**src/rtl/sound_frame_seq_if.sv**
```systemverilog
// Frame sequencer control/tick bundle between sound power logic and channels.
// div_bit exists only when SOUND_FRAME_DIV_SYNC_EN is defined.
interface sound_frame_seq_if;
  logic       sound_enable;
`ifdef SOUND_FRAME_DIV_SYNC_EN
  logic       div_bit;
`endif
  logic       frame_tick;
  logic       length_tick;
  logic       sweep_tick;
  logic       env_tick;
  logic [2:0] step;
  logic       length_next;

`ifdef SOUND_FRAME_DIV_SYNC_EN
  modport master (
    input  sound_enable,
    input  div_bit,
    output frame_tick,
    output length_tick,
    output sweep_tick,
    output env_tick,
    output step,
    output length_next
  );
  modport slave (
    output sound_enable,
    output div_bit,
    input  frame_tick,
    input  length_tick,
    input  sweep_tick,
    input  env_tick,
    input  step,
    input  length_next
  );
`else
  modport master (
    input  sound_enable,
    output frame_tick,
    output length_tick,
    output sweep_tick,
    output env_tick,
    output step,
    output length_next
  );
  modport slave (
    output sound_enable,
    input  frame_tick,
    input  length_tick,
    input  sweep_tick,
    input  env_tick,
    input  step,
    input  length_next
  );
`endif
endinterface

```
**src/rtl/sound_frame_seq.sv**
```systemverilog
// Sound frame sequencer: 512 Hz step clock, 8-step length/sweep/env ticks.
// Define SOUND_FRAME_DIV_SYNC_EN to step on DIV bit 12 falling edges instead.
module sound_frame_seq #(
  parameter int DIV_RATIO = 8192,
  parameter int CNT_WIDTH = 13
) (
  input logic           clk,
  input logic           rst,
  sound_frame_seq_if.master sif
);

  logic       en;
  logic       fire;
  logic [2:0] step_q;
  logic [2:0] step_d;
  logic [3:0] tick_q;
  logic [3:0] tick_d;

  assign en = sif.sound_enable;

`ifdef SOUND_FRAME_DIV_SYNC_EN
  logic div_q;

  // Held clear while powered off so an edge in flight at power-on is ignored
  always_ff @(posedge clk or negedge rst) begin
    if (!rst) div_q <= 1'b0;
    else      div_q <= en & sif.div_bit;
  end

  assign fire = en & div_q & ~sif.div_bit;
`else
  localparam logic [CNT_WIDTH-1:0] LAST =
    CNT_WIDTH'(DIV_RATIO - 1);

  logic [CNT_WIDTH-1:0] presc;

  always_ff @(posedge clk or negedge rst) begin
    if (!rst)
      presc <= '0;
    else if (!en || presc == LAST)
      presc <= '0;
    else
      presc <= presc + 1'b1;
  end

  assign fire = en & (presc == LAST);
`endif

  always_ff @(posedge clk or negedge rst) begin
    if (!rst) begin
      step_q <= '0;
      tick_q <= '0;
    end else begin
      step_q <= step_d;
      tick_q <= tick_d;
    end
  end

  always_comb begin
    step_d = step_q;
    unique case (1'b1)
      !en:     step_d = '0;
      fire:    step_d = step_q + 3'd1;
      default: step_d = step_q;
    endcase
  end

  // {frame, length, sweep, env}
  always_comb begin
    tick_d = '0;
    if (fire)
      tick_d = {1'b1,
                ~step_q[0],
                step_q[1:0] == 2'b10,
                step_q == 3'd7};
  end

  assign sif.frame_tick  = tick_q[3];
  assign sif.length_tick = tick_q[2];
  assign sif.sweep_tick  = tick_q[1];
  assign sif.env_tick    = tick_q[0];
  assign sif.step        = step_q;
  assign sif.length_next = ~step_q[0];

endmodule

```
**src/flat_wrapper.sv**
```systemverilog
// flat-port wrapper written by rule: the top's interface ports become plain ports
module sound_frame_seq_flat 
#(
  parameter int DIV_RATIO = 8192,
  parameter int CNT_WIDTH = 13
)
  (clk, rst, sif_sound_enable, sif_frame_tick, sif_length_tick, sif_sweep_tick, sif_env_tick, sif_step, sif_length_next);
  sound_frame_seq_if sif_i ();
  input logic clk;
  input logic rst;
  input wire logic [$bits(sif_i.sound_enable)-1:0] sif_sound_enable;
  output wire logic [$bits(sif_i.frame_tick)-1:0] sif_frame_tick;
  output wire logic [$bits(sif_i.length_tick)-1:0] sif_length_tick;
  output wire logic [$bits(sif_i.sweep_tick)-1:0] sif_sweep_tick;
  output wire logic [$bits(sif_i.env_tick)-1:0] sif_env_tick;
  output wire logic [$bits(sif_i.step)-1:0] sif_step;
  output wire logic [$bits(sif_i.length_next)-1:0] sif_length_next;
  assign sif_i.sound_enable = sif_sound_enable;
  assign sif_frame_tick = sif_i.frame_tick;
  assign sif_length_tick = sif_i.length_tick;
  assign sif_sweep_tick = sif_i.sweep_tick;
  assign sif_env_tick = sif_i.env_tick;
  assign sif_step = sif_i.step;
  assign sif_length_next = sif_i.length_next;
  sound_frame_seq #(.DIV_RATIO(DIV_RATIO), .CNT_WIDTH(CNT_WIDTH)) u_core (.clk(clk), .rst(rst), .sif(sif_i));
endmodule
```
**config.mk**
```make
export PLATFORM = sky130hd
export DESIGN_NAME = sound_frame_seq_flat
export DESIGN_NICKNAME = d
export VERILOG_FILES = /design/src/rtl/sound_frame_seq_if.sv /design/src/rtl/sound_frame_seq.sv /design/src/flat_wrapper.sv
export SDC_FILE = /design/constraint.sdc
export NUM_CORES = 1
export LEC_CHECK = 0
export CAP_MARGIN = 10
export CORE_MARGIN = 2
export CORE_UTILIZATION = 55
export CTS_BUF_LIST = sky130_fd_sc_hd__clkbuf_8
export DETAILED_ROUTE_END_ITERATION = 7
export MAX_ROUTING_LAYER = met4
export PLACE_DENSITY_LB_ADDON = 0.2
export SLEW_MARGIN = 30
export SYNTH_ARGS = -nofsm -noshare
export SYNTH_HDL_FRONTEND = slang
export SYNTH_SLANG_ARGS = --single-unit
```
**constraint.sdc**
```tcl
create_clock -name clk -period 1.9 [get_ports clk]
set_input_delay 0.38 -clock clk [delete_from_list [all_inputs] [get_ports clk]]
set_output_delay 0.38 -clock clk [all_outputs]
set_load 0.005 [all_outputs]
```
; ---- Word-level counts from Yosys, hierarchy flattened
; Index checks and enable logic that the tools add are counted.
[classes]
addsub = 2
n_eq_ne = 3
mux = 3
n_bitwise = 2
reduce_logical = 3
[ops]
columns = op, n
row1 = $add A13 B1 Y13 const B, 1
row2 = $eq A13 B13 Y1 const B, 1
row3 = $mux W13, 1
row4 = $pmux W3 S2, 1
row5 = $mux W4, 1
row6 = $add A3 B1 Y3 const B, 1
row7 = $eq A3 B3 Y1 const B, 1
row8 = $eq A2 B2 Y1 const B, 1
row9 = $reduce_bool A2 Y1, 1
row10 = $and A1 B1 Y1, 1
row11 = $logic_not A1 Y1, 1
row12 = $logic_or A1 B1 Y1, 1
row13 = $not A1 Y1, 1
[word_totals]
regBits = 20
input_bits = 3
output_inout_bits = 8
word_cells = 16

; ---- Logic depth before layout (Yosys ltp)
; Gate-level depths: netlist of run 1.
[depth]
word_depth = 3
mapped_depth = 5
ltp_nobuf = 4

; ---- Least setup slack after synthesis of run 1
; OpenSTA, ideal clock, no wires.
[synth_path]
kind = register -> register
startpoint = register u_core.presc[0]
endpoint = register u_core.step_q[1], in the netlist u_core.sif.step[1]
t_arrival_ns = 1.631
t_required_ns = 1.804
slack_ns = 0.174
path_stages_with_launch = 6
path_buffers = 1
synth_period_minus_slack_ns = 1.726
path_cell_list = dfrtp_1 ha_1 nand3_1 or4_1 buf_2 o32ai_2
[synth_between]
elab_chain_cells = 3
[synth_rtl]
columns = element, line
row1 = start: declaration, sound_frame_seq.sv:35  ; logic [CNT_WIDTH-1:0] presc;
row2 = start signal: assignment, sound_frame_seq.sv:43  ; presc <= presc + 1'b1;
row3 = $eq A13 B13 Y1 *, sound_frame_seq.sv:46  ; assign fire = en & (presc == LAST);
row4 = $and A1 B1 Y1 *, sound_frame_seq.sv:46
row5 = $pmux W3 S2 / $reduce_bool A2 Y1 (equally long branches), --
row6 = end signal: assignment, sound_frame_seq.sv:54  ; step_q <= step_d;
row7 = end: declaration, sound_frame_seq.sv:14  ; logic [2:0] step_q;
; Mark *: on every way between the ends. The rest lies on a longest branch, timed or not.
; A chain may end at the register's enable or synchronous reset.

; ---- Worst setup path after layout of run 1
[layout_path]
startpoint = register u_core.presc[0]
endpoint = register u_core.step_q[0], in the netlist u_core.sif.step[0]
; Same word-level chain as after synthesis.

==> results.ini, run 1 <==
[yosys]
synth_fp_nets = 99
synthTopCellsByArea = dfrtp_1 52%, ha_1 5.2%, a211oi_1 4.7%
yosysWarningCount = 0
synth_edf_count = 0
synth-seq-cells = 20
post-synth-top-count-cell = dfrtp_1
yosys.area.top_type_share_pct = 51.7
synth_commonest_cells = 20 x dfrtp_1, 8 x inv_1, 8 x nand2_1
synth_area_per_cell_um2 = 10.5
synth_top_area_cell = dfrtp_1
syn_inst = 92
ys_types = 24
syn-cell-area_um2 = 968
synth_flop_cell = dfrtp_1
yosysSeqAreaShare_pct = 51.7
synth-async-reset-ratio_pct = 100

[grt]
grt_util_met1_pct = 28.9
met3_usage_pct = 4.76
grt_max_degree = 21
globalRouteOverflowTotal = 0
grt.busiest_layer = met2
antenna_found_initial = 0
grt_usage_pct = 23.3
grtUsageMet2_pct = 37.2
grt_pass1_wl_mm = 3.31
grt_pass1_vias = 726

[detailed_routing]
vias_per_cell = 5.99
drt_iter0_markers = 10
postRouteAntennaNets = 0
first_pass_iters = 4
vias = 743
wl_mm = 1.93
wl_per_cell_um = 15.5
drc_errors = 0

[critical_path]
cp_data_arrival_time_ns = 1.93
slowest_stage = dfrtp_1
cpPeakStageDelay_ns = 0.43
worstPathCellList = ha_1, nand3_1, buf_4, nor4_2, buf_4, mux2i_1
start_kind = flip-flop
worstSetupEndpointType = flip-flop
cp_max_fo = 6
crit_required_ns = 2.08
crit_top_cell = buf_4
worst-setup-path-type = reg -> reg

[layout]
fill_cells = 132
num_antenna_cells = 0
seq_area_um2 = 500
syn_to_final_growth_pct = 22.4
multiInputGateArea_um2 = 424
drive_gt1_share_pct = 13.1
finalNetCount = 115

[timing]
fin_crit_ns = 1.75
finalSetupViolations = 0
tightest_slew_ns = 0.387
grt_setup_unrepaired = no
finalCritPeriodShare_pct = 92.0
final_max_slew_viol_count = 0
max_freq_mhz = 572
hold_viol_final = 0
relSlewSlack_pct = 74.2
fin_tns_setup_ns = 0
holdWs_ns = 0.444
clock_skew_ns = 0.00267

[floorplanning]
core_area_um2 = 1690
initial_core_util_pct = 57.3
io_pins = 11
rows = 15
die_area_um2 = 2110
die_w_um = 46.0
fp.dieH_um = 46.0

[clock_tree]
tritoncts = yes
clock_path_buffers = 2
cts_root_buffer = clkbuf_8
cts_buffers = 3
path_clk_slew_ns = 0.08
cts.sinks = 20
cts_setup_buffers = 0
holdBufCountCts = 0
cts_max_level = 1
clk_latency_ns = 0.26

[hold_path]
worst_hold_path_type = in -> async

[placement]
dp_hpwl_mm = 1.28
routabilityCongestion = 0.804
io_buffer_count = 10

[power]
vdd_drop_max_uv = 627
p_leak_nw = 0.491
power_density_nw_per_um2 = 759

[flow_run]
maxCapViolations = 0

[status]
status = finished, final reports clean

==> flip-flops by register name (all words and copies together), names as in the netlist <==
signal,flops
u_core.tick_q,4
u_core.presc,13
u_core.sif.step,3
==> critical path, delay by kind of cell, from the launching register on <==
family / cells / cell delay, ns
fa+ha+maj: 1 / 0.26
buf+inv: 2 / 0.37
flops: 1 / 0.43
mux: 1 / 0.20
simple gates: 2 / 0.42
==> power breakdown <==
group / switching, mW / internal [mW]
logic: 0.0197 / 0.0121
clock network: 0.148 / 0.281
registers: 0.00727 / 0.430
total: 0.175 / 0.724
==> cell families after synthesis <==
| group | Yosys count | synth area share (%) |
|---|---|---|
| multiplexers | 2 | 2.07 |
| AO/OA/AOI/OAI | 16 | 12.9 |
| flip-flops | 20 | 51.7 |
| AND/OR/NAND/NOR | 35 | 20.5 |
| XOR/XNOR | 3 | 2.71 |
| adder cells (fa/ha/maj) | 4 | 5.17 |
| buffers and inverters | 12 | 4.91 |
==> path summary, 6_finish.rpt <==
check | startpoint | endpoint | slack [ns] | cells after the start
max | u_core.presc[0] | u_core.sif.step[0] | 0.15 | 6
min | rst | u_core.presc[1] | 0.44 | 2
max reg2reg | u_core.presc[0] | u_core.sif.step[0] | 0.15 | 6
min reg2reg | u_core.presc[0] | u_core.presc[0] | 0.54 | 1
max in group asynchronous | rst | u_core.tick_q[2] | 1.26 | 2
min in group clk | u_core.presc[0] | u_core.presc[0] | 0.54 | 1
==> per-stage QoR <==
stage	instance area (um^2)	instances	util (%)	setup WS (ns)	power (mW)
after floorplan	968	92	-	0.174	0.459
after global placement	1110	120	65.7	0.152	0.477
after detailed placement	1110	120	65.7	0.117	0.478
after CTS	1180	124	69.9	0.0422	0.907
after global routing	1180	124	70.1	0.0201	0.929
final	1180	124	70.1	0.152	0.899
==> routing by layer <==
layer  part of all wire (%)  vias up
li1                       -      363
met5                      0        -
met3                    2.8        6
met2                     48       17
met4                    2.1        0
met1                     47      357
==> layout by cell type (no fill, tap or decap), drive strengths merged, types with 4 or more instances in the layout <==
cell type / count
a211oi: 6
buf: 5
clkdlybuf4s50: 10
dfrtp: 20
ha: 4
inv: 8
nand2: 8
nand3: 6
nor3: 7
o21ai: 4
or3: 4
or4: 4
==> layout make-up <==
cell class,instances,area share [%]
repair buffers,15,11.6
clock buffers,3,3.48
multi-input cells,60,35.8
inverters,8,2.53
flip-flops and latches,20,42.2
well taps,17,1.80
clock inverters,1,2.53
==> timing repair <==
| action | CTS | global route |
|---|---|---|
| resized for setup | 0 | 1 |
| endpoints found under the hold margin | 0 | 0 |
| setup endpoints to repair | 0 | 6 |
Note: power is estimated with default switching activity, not from simulation.
==> run 2, diff against run 1 <==
clock period = 2.2 ns   (was 1.9 ns; I/O delays follow)
==> run 2 against run 1 <==
Against the previous run:
- fmax shrank 9.4%
- sequential share of layout area increased by 0.41 points
- power is 14% lower
- non-clock buffer count is 1 lower
- clock power down 15%
- critical endpoint is now u_core.sif.step[1]
==> results.ini, run 2 (synthesis results as in run 1) <==
[critical_path]
worstPathCellList = ha_1, nand3_1, or4_1, o32ai_2
cp_max_fo = 7  ; +1
cp_data_arrival_time_ns = 2.10  ; +0.17 ns
cpPeakStageDelay_ns = 0.67  ; +0.24 ns
worst-setup-path-type = reg -> reg
crit_required_ns = 2.37  ; +0.29 ns
slowest_stage = or4_1
worstSetupEndpointType = flip-flop
start_kind = flip-flop

[layout]
fin_cells = 123  ; -0.81%
drive_gt1_share_pct = 11.3  ; -1.8 points
final_cell_mix = 20 x dfrtp_1, 10 x clkdlybuf4s50_1, 8 x inv_1, 8 x nand2_1, 7 x nor3_1
seq_area_um2 = 500  ; unchanged
post-route-util_pct = 69.5  ; -0.67 points
regMostFlops = u_core.presc
finalNetCount = 114  ; -0.87%
num_antenna_cells = 0  ; unchanged
largest_reg_flops = 13  ; unchanged
mostFrequentLayoutCell = dfrtp_1
multiInputGateArea_um2 = 420  ; -0.89%
syn_to_final_growth_pct = 21.2
fill_cells = 133  ; +0.76%

[floorplanning]
core_area_um2 = 1690  ; unchanged
fp.dieH_um = 46.0  ; unchanged
io_pins = 11  ; unchanged
initial_core_util_pct = 57.3  ; unchanged
die_area_um2 = 2110  ; unchanged
die_w_um = 46.0  ; unchanged
rows = 15  ; unchanged

[grt]
grt_usage_pct = 20.3  ; -3.0 points
antenna_found_initial = 0  ; unchanged
grt_pass1_wl_mm = 2.81  ; -15%
grt_max_degree = 21  ; unchanged
grt_pass1_vias = 628  ; -13%
globalRouteOverflowTotal = 0  ; unchanged

[status]
status = finished, final reports clean

[power]
power_density_nw_per_um2 = 656  ; -14%
power_mw = 0.770  ; -14%
vdd_drop_max_uv = 442  ; -30%
p_leak_nw = 0.485  ; -1.2%

[placement]
routabilityCongestion = 0.790  ; -1.7%
dp_hpwl_mm = 1.32  ; +2.8%
dp.cells = 119  ; -0.83%
io_buffer_count = 10  ; unchanged

[detailed_routing]
postRouteAntennaNets = 0  ; unchanged
first_pass_iters = 6  ; +2
vias_per_cell = 5.98  ; -0.14%
drc_errors = 0  ; unchanged
wl_per_cell_um = 14.9  ; -4.0%
wl_mm = 1.83  ; -4.7%
vias = 736  ; -0.94%
drt_iter0_markers = 13  ; +3

[timing]
finalSetupViolations = 0  ; unchanged
fin_tns_setup_ns = 0  ; unchanged
grt_setup_unrepaired = no
max_freq_mhz = 518  ; -9.4%
holdWs_ns = 0.506  ; +0.0616 ns
clock_skew_ns = 0.00599  ; +0.00332 ns
relSlewSlack_pct = 75.4  ; +1.2 points
fin_crit_ns = 1.93  ; +0.182 ns
final_max_slew_viol_count = 0  ; unchanged
hold_viol_final = 0  ; unchanged
tightest_slew_ns = 0.369  ; -0.0183 ns
finalCritPeriodShare_pct = 87.7  ; -4.3 points

[clock_tree]
cts_resized = 0  ; unchanged
cts.sinks = 20  ; unchanged
cts_root_buffer = clkbuf_8
path_clk_slew_ns = 0.08  ; about the same
cts_max_level = 1  ; unchanged
clock_path_buffers = 2  ; unchanged
cts_buffers = 3  ; unchanged
holdBufCountCts = 0  ; unchanged
tritoncts = yes
clk_latency_ns = 0.26  ; about the same
cts_setup_buffers = 0  ; unchanged

[hold_path]
worst_hold_path_type = in -> async

[flow_run]
maxCapViolations = 0  ; unchanged

[run 2: cell count changes in the layout (fill, tap and decap cells not counted), sizes merged]
cell	change
buf	-1
[run 2: metal layers]
metal	share of wire, %	track usage [%]	up-vias
met5	0	-	-
met4	2.2	13.7	0
met3	2.9	3.57	4
met2	49	30.3	21
met1	45	24.8	348
li1	-	-	363
[run 2: metrics by stage]
step                setup slack, ns  cell area [um^2]
floorplan                     0.474               968
finish                        0.270              1170
global placement              0.348              1100
detailed placement            0.280              1100
CTS                           0.263              1170
global route                  0.114              1170
[run 2: layout make-up]
| cell class | count | share of cell area [%] |
|---|---|---|
| clock buffers | 3 | 3.52 |
| clock inverters | 1 | 2.56 |
| inverters | 8 | 2.56 |
| multi-input cells | 60 | 35.8 |
| flip-flops and latches | 20 | 42.6 |
| well taps | 17 | 1.81 |
| repair buffers | 14 | 11.1 |
[run 2: report_power, final]
group | internal [mW] | switching [mW]
registers | 0.372 | 0.00671
logic | 0.0103 | 0.0163
clock network | 0.243 | 0.122
total | 0.625 | 0.145
[run 2: path summary, 6_finish.rpt]
check                                startpoint            endpoint  slack, ns  depth (start not counted)
worst max register to register  u_core.presc[0]  u_core.sif.step[1]       0.27                          4
max in group asynchronous                   rst  u_core.sif.step[1]       1.48                          2
worst min-delay path                        rst     u_core.presc[3]       0.51                          2
worst min register to register  u_core.presc[0]     u_core.presc[0]       0.55                          1
worst max-delay path            u_core.presc[0]  u_core.sif.step[1]       0.27                          4
min in group clk                u_core.presc[0]     u_core.presc[0]       0.55                          1
[run 2: critical path: cells and delay by family (launching register included)]
kind / cells / cell delay (ns)
AND/OR/NAND/NOR: 2 / 0.86
flip-flops: 1 / 0.43
AO/OA/AOI/OAI: 1 / 0.29
adder cells (fa/ha/maj): 1 / 0.25
